[src/rtl/fpgaminer_pkg.sv]
// rtl/fpgaminer_pkg.sv - shared widths and constants for the mining datapath
package fpgaminer_pkg;

   localparam int NONCE_W = 32;
   localparam logic [NONCE_W-1:0] EMPTY_NONCE = 32'hFFFF_FFFF;
   localparam int PIPE_HOLDOFF = 254;

   // Counter width able to hold 0..max; never narrower than one bit.
   function automatic int cnt_width(input int max_value);
      return (max_value > 0) ? $clog2(max_value + 1) : 1;
   endfunction

endpackage

[src/rtl/nonce_fifo_mem.sv]
// rtl/nonce_fifo_mem.sv - nonce storage array, one write port, asynchronous read port
module nonce_fifo_mem
   import fpgaminer_pkg::*;
#(
   parameter int DEPTH = 8,
   parameter int AW    = $clog2(DEPTH)
) (
   input  logic               hash_clk,
   input  logic               wr_en,
   input  logic [AW-1:0]      wr_addr,
   input  logic [NONCE_W-1:0] wr_data,
   input  logic [AW-1:0]      rd_addr,
   output logic [NONCE_W-1:0] rd_data
);

   logic [NONCE_W-1:0] mem [DEPTH];

   always_ff @(posedge hash_clk) begin
      if (wr_en) begin
         mem[wr_addr] <= wr_data;
      end
   end

   assign rd_data = mem[rd_addr];

endmodule

[src/rtl/golden_nonce_queue.sv]
// rtl/golden_nonce_queue.sv - golden nonce FIFO with post-new-work holdoff window
module golden_nonce_queue
   import fpgaminer_pkg::*;
#(
   parameter int                 DEPTH       = 8,
   parameter int                 HOLDOFF     = PIPE_HOLDOFF,
   parameter logic [NONCE_W-1:0] EMPTY_VALUE = EMPTY_NONCE
) (
   input  logic                       hash_clk,
   input  logic                       reset,
   input  logic                       rx_new_nonce,
   input  logic [NONCE_W-1:0]         rx_golden_nonce,
   input  logic                       rx_flush,
   input  logic                       rx_pop,
   output logic                       tx_valid,
   output logic [NONCE_W-1:0]         tx_nonce,
   output logic [$clog2(DEPTH):0]     tx_count,
   output logic [15:0]                tx_overflow_count,
   output logic                       tx_holdoff
);

   localparam int AW = $clog2(DEPTH);
   localparam int CW = AW + 1;
   localparam int HW = cnt_width(HOLDOFF);

   logic [AW-1:0]      wr_ptr, rd_ptr;
   logic [CW-1:0]      count;
   logic [HW-1:0]      holdoff_cnt;
   logic [15:0]        overflow_cnt;
   logic [NONCE_W-1:0] head_data;
   logic               full, pop_ok, push_ok, push_drop;

   assign full      = (count == CW'(DEPTH));
   assign pop_ok    = rx_pop && (count != '0);
   // A pop in the same cycle frees the slot, so a full queue still accepts.
   assign push_ok   = rx_new_nonce && (holdoff_cnt == '0) && (!full || pop_ok);
   assign push_drop = rx_new_nonce && (holdoff_cnt == '0) && full && !pop_ok;

   nonce_fifo_mem #(
      .DEPTH (DEPTH),
      .AW    (AW)
   ) u_mem (
      .hash_clk (hash_clk),
      .wr_en    (push_ok && !rx_flush && !reset),
      .wr_addr  (wr_ptr),
      .wr_data  (rx_golden_nonce),
      .rd_addr  (rd_ptr),
      .rd_data  (head_data)
   );

   always_ff @(posedge hash_clk) begin
      if (reset) begin
         wr_ptr       <= '0;
         rd_ptr       <= '0;
         count        <= '0;
         holdoff_cnt  <= '0;
         overflow_cnt <= '0;
      end else if (rx_flush) begin
         wr_ptr      <= '0;
         rd_ptr      <= '0;
         count       <= '0;
         holdoff_cnt <= HW'(HOLDOFF);
      end else begin
         if (holdoff_cnt != '0) begin
            holdoff_cnt <= holdoff_cnt - HW'(1);
         end
         if (push_ok) begin
            wr_ptr <= wr_ptr + AW'(1);
         end
         if (pop_ok) begin
            rd_ptr <= rd_ptr + AW'(1);
         end
         if (push_ok && !pop_ok) begin
            count <= count + CW'(1);
         end else if (pop_ok && !push_ok) begin
            count <= count - CW'(1);
         end
         if (push_drop && (overflow_cnt != 16'hFFFF)) begin
            overflow_cnt <= overflow_cnt + 16'd1;
         end
      end
   end

   assign tx_valid          = (count != '0);
   assign tx_nonce          = tx_valid ? head_data : EMPTY_VALUE;
   assign tx_count          = count;
   assign tx_overflow_count = overflow_cnt;
   assign tx_holdoff        = (holdoff_cnt != '0);

endmodule

[config.mk]
export PLATFORM = sky130hd
export DESIGN_NAME = golden_nonce_queue
export DESIGN_NICKNAME = d
export VERILOG_FILES = /design/src/rtl/fpgaminer_pkg.sv /design/src/rtl/nonce_fifo_mem.sv /design/src/rtl/golden_nonce_queue.sv
export SDC_FILE = /design/constraint.sdc
export NUM_CORES = 1
export LEC_CHECK = 0
export CORE_MARGIN = 10
export CORE_UTILIZATION = 45
export DETAILED_ROUTE_END_ITERATION = 10
export DONT_BUFFER_PORTS = 1
export PLACE_DENSITY = 0.6
export SLEW_MARGIN = 10
export SYNTH_ARGS = -nofsm -noshare
export SYNTH_HDL_FRONTEND = slang
export SYNTH_HIERARCHICAL = 1
export SYNTH_SLANG_ARGS = --single-unit
[constraint.sdc]
create_clock -name hash_clk -period 4.65 [get_ports hash_clk]
set_input_delay 0.93 -clock hash_clk [delete_from_list [all_inputs] [get_ports hash_clk]]
set_output_delay 0.93 -clock hash_clk [all_outputs]
set_load 0.005 [all_outputs]
* Yosys cells after proc, flatten, opt, wreduce, memory -nomap -nowiden
Memory sizes are Yosys's and may differ from the RTL's. A register that Yosys moved wholly into a read port is not among the register bits. Cells that the tools add are included.
Storage, ports and cells: register bits 34, memory bits (writable) 256, input bits 37, output and inout bits 54, word-level logic and storage cells 48, memories kept 1
Memory list:
- u_mem.mem | words 8, bits a word 32, read ports 1, clocked after memory_dff 1, write ports 1, line nonce_fifo_mem.sv:16 | logic [NONCE_W-1:0] mem [DEPTH];
Cells by class: add/subtract/negate cells 6, equal/unequal tests 2, mux-type cells 9, bitwise gates (word level) 1, reduce and logical (&&, ||, !) cells 23
Operators with widths (number):
- 32-bit 2-to-1 mux | 1
- 16-bit by 1-bit adder with 16-bit output (second input constant) | 1
- 8-bit 2-to-1 mux | 2
- 16-bit != test (second input constant) | 1
- 1-bit logical AND | 10
- 8-bit zero test | 1
- 4-bit 2-to-1 mux | 2
- 8-bit nonzero test | 1
- 8-bit by 1-bit subtractor with 8-bit output (second input constant) | 1
- 3-bit by 1-bit adder with 3-bit output (second input constant) | 2
- 3-bit 2-to-1 mux | 2
- 1-bit zero test | 5
- 4-bit by 1-bit adder with 4-bit output (second input constant) | 1
- 4-bit equality test (second input constant) | 1
- 2-bit nonzero test | 2
- 4-bit nonzero test | 1
- 4-bit by 1-bit subtractor with 4-bit output (second input constant) | 1
- 1-bit 2-to-1 mux | 2
- 2-bit AND reduction | 1
- 2-bit OR reduction | 1
- 1-bit logical OR | 1
- 1-bit NOT | 1

* Depth between registers and ports, before layout
depth after elaboration 8, mapped depth 12, gate-level depth less buffers 12

* Modules after synthesis
The synthesis kept the hierarchy.
Modules (own cells, without submodules):
- nonce_fifo_mem | instances 1, cells an instance 383, area an instance 9825.7 µm², seq. area each 7687.4 µm²
- golden_nonce_queue | instances 1, cells an instance 251, area an instance 2067.0 µm², seq. area each 680.7 µm²

* Least setup slack after synthesis
No wires, ideal clock.
path type input port to flip-flop, start point in reset, end point mem u_mem.mem[0][0], enable pin, library setup time 0.461 ns, arrival 3.912 ns, required time 4.189 ns, slack 0.277 ns, stages 5, path buffers 1, path through clkbuf_1 or2_2 nor3_1 nand2b_1 nor3_1
On the way: word-level cells in the longest chain between the ends 4
RTL lines:
- from (decl) | line golden_nonce_queue.sv:10 | input logic reset,
- 1-bit zero test | line golden_nonce_queue.sv:44 | .wr_en (push_ok && !rx_flush && !reset),
- 1-bit logical AND | line golden_nonce_queue.sv:44
- 1-bit 2-to-1 mux | line nonce_fifo_mem.sv:19 | if (wr_en) begin
- 1-bit 2-to-1 mux (not written as such) | line nonce_fifo_mem.sv:20 | mem[wr_addr] <= wr_data;
- to (decl) | line nonce_fifo_mem.sv:16
Every way passes these cells.

==> flow_summary.yaml <==
status:
  status: "completed"
synthesis:
  synth_top_area_share_pct: 64.64
  synth_xor_area_share_pct: 0.5155
  synthTopCellsByCount: "256 x edfxtp_1, 40 x mux4_1, 35 x nand2b_1"
  yosys-top-cells-area: "edfxtp_1 65%, mux4_1 8.8%, dfxtp_1 5.7%, mux4_2 4.5%, mux2_2 3.0%"
  yosys_most_used_dff: "edfxtp_1"
  synth-compound-area-share_pct: 2.725
  synth_fa_ha_area_share_pct: 0.9048
  synth_edf_count: 256
  synth_cell_types: 48
  synthArstFlopShare_pct: 0
  syn-cell-area_um2: 11890
  ys_ff_latch: 290
  synth_top_family_by_area: "multiplexers"
  synth.avg_cell_area_um2: 18.76
  synthMuxAreaShare_pct: 16.85
  synth_fp_nets: 679
  yosys_warnings: 6
  yosysMostFrequentCell: "edfxtp_1"
  synth-simple-area-share_pct: 6.765
  netlist_instances: 634
  synth_seq_area_share_pct: 70.36
  yosysTopAreaCell: "edfxtp_1"
detailed_routing:
  postRouteAntennaNets: 0
  vias: 5839
  drt_iter0_markers: 417
  drc: 0
  vias_per_cell: 5.804
  wl_um: 23210
  firstDrtPassIters: 5
  wl_per_cell_um: 23.07
place:
  portBuffers: 0
  dpl_cell_area_um2: 12280
  dp_cells: 950
  hpwl_um: 13750
  preCtsSetupSlack_ps: 1385
  routabilityCongestion: 0.8132
timing:
  worst_slack_ps: 936.5
  rsz0062_at_grt: "no"
  period_needed_ps: 3713
  hold_viol: 0
  fin_skew_ps: 6.993
  max_freq_mhz: 269.3
  hold-worst-slack_ps: 445.1
  slew_violations: 0
  worst_pin_slew_ps: 1124
  setup_viol: 0
  fin_crit_sh_pct: 79.86
  slew_headroom_pct: 24.89
  fin_tns_setup_ps: 0
die:
  die_area_um2: 33330
  core_um2: 26060
  die_y_um: 182.6
  num_io_pins: 91
  start_util_pct: 45.64
  die_w_um: 182.6
  rows: 59
clocking:
  cts_setup_buffers: 0
  clkTransAtPathRegs_ps: 60
  cts.path.max_buffers: 3
  ctsResizeCount: 0
  clock-sinks: 290
  cts_tree: "yes"
  cts-root-buf: "clkbuf_16"
  hold_buffers: 0
  htreeDepth: 1
  clkLatencyLatePin_ps: 540
  numCtsBuffers: 30
cells_and_area:
  fin_area_um2: 13260
  syn_to_final_growth_pct: 11.48
  nets: 692
  diodes: 0
  final_util_pct: 50.88
  fillCellCount: 2064
  layoutNonFillerInstCount: 1006
  final_layout_size_suffix_gt1_share_pct: 19.08
power_and_ir_drop:
  ir_worst_vdd_v: 0.0002653
  power_mw: 5.296
  p_leak_nw: 4.063
  p_per_area_nw_per_um2: 399.5
worst_setup_path:
  critPathKind: "reg -> out"
  cp_max_fo: 37
  cp-end-kind: "primary output"
  required_ps: 3720
  ff2ff_path_depth: 8
  crit_arrival_ps: 2780
  worstSetupStartpointType: "register"
grt:
  grt_pass1_vias: 5985
  grt_max_degree: 66
  track_usage_pct: 13.73
  use_met1_pct: 16.94
  grt-ovfl-total: 0
  grt_pass1_wl_um: 36060
  grtUsageMet2_pct: 23.05
  gr-max-usage-layer: "met2"
  antenna_found_initial: 0
  use_met3_pct: 4.451
min_path:
  hold_path.class: "in -> reg"
  min_path_cells: 1
flow_run:
  drv_cap: 0
[layout make-up]
type	count	area (um2)	area share [%]
Timing Repair Buffer	12	90.09	0.6795
Sequential cell	290	8377	63.18
Clock inverter	21	206.4	1.557
Clock buffer	35	769.5	5.804
Multi-Input combinational cell	303	3358	25.33
Tap cell	335	419.2	3.162
Inverter	10	37.54	0.2831
[worst max-delay path, stage by stage (launching register included)]
cell	delay [ps]
dfxtp_4	780
buf_4	400
mux4_1	600
mux2_2	270
nand2b_1	160
[flip-flops by register name, indices dropped and copies added, names as in the netlist]
| name | cells |
|---|---|
| tx_overflow_count | 16 |
| tx_count | 4 |
| holdoff_cnt | 8 |
| wr_ptr | 3 |
| rd_ptr | 3 |
| u_mem/mem | 256 |
[report_power, final]
part	switching [mW]	internal, mW	leakage, nW
Sequential	0.0152	2.84	2.58
Clock	0.935	1.40	0.476
Combinational	0.0598	0.0475	1.01
[path summary, 6_finish.rpt]
check | startpoint | slack [ps] | end
min | reset | 450 | tx_overflow_count[1]$_SDFFE_PP0P_
max | rd_ptr[0]$_SDFFE_PP0P_ | 940 | tx_nonce[3]
max reg2reg | holdoff_cnt[0]$_SDFFE_PP0P_ | 1520 | u_mem/mem[1][24]$_DFFE_PP_
min reg2reg | wr_ptr[2]$_SDFFE_PP0P_ | 500 | wr_ptr[2]$_SDFFE_PP0P_
[per-layer routing]
metal / vias up / share of wire, %
li1: 2631 / -
met4: 0 / 1.3
met5: - / 0
met1: 3012 / 40
met3: 29 / 8.5
met2: 167 / 50
[cells in the final DEF (no fill, tap or decap), drive strengths merged, types with 12 or more instances in the layout]
cell      n
mux2     34
nand2b   35
dfxtp    34
buf      12
o31ai    12
a21oi    28
mux4     64
or4      14
clkbuf   35
nor2     22
clkinv   17
edfxtp  256
[cell families (layout without fill, tap and decap cells)]
group,count (synthesis),after routing
multiplexers,101,101
buffers and inverters,41,78
adder cells (fa/ha/maj),8,8
XOR/XNOR,7,7
flip-flops,290,290
AO/OA/AOI/OAI,55,55
AND/OR/NAND/NOR,132,132
Power figures use the tool's default switching activity.
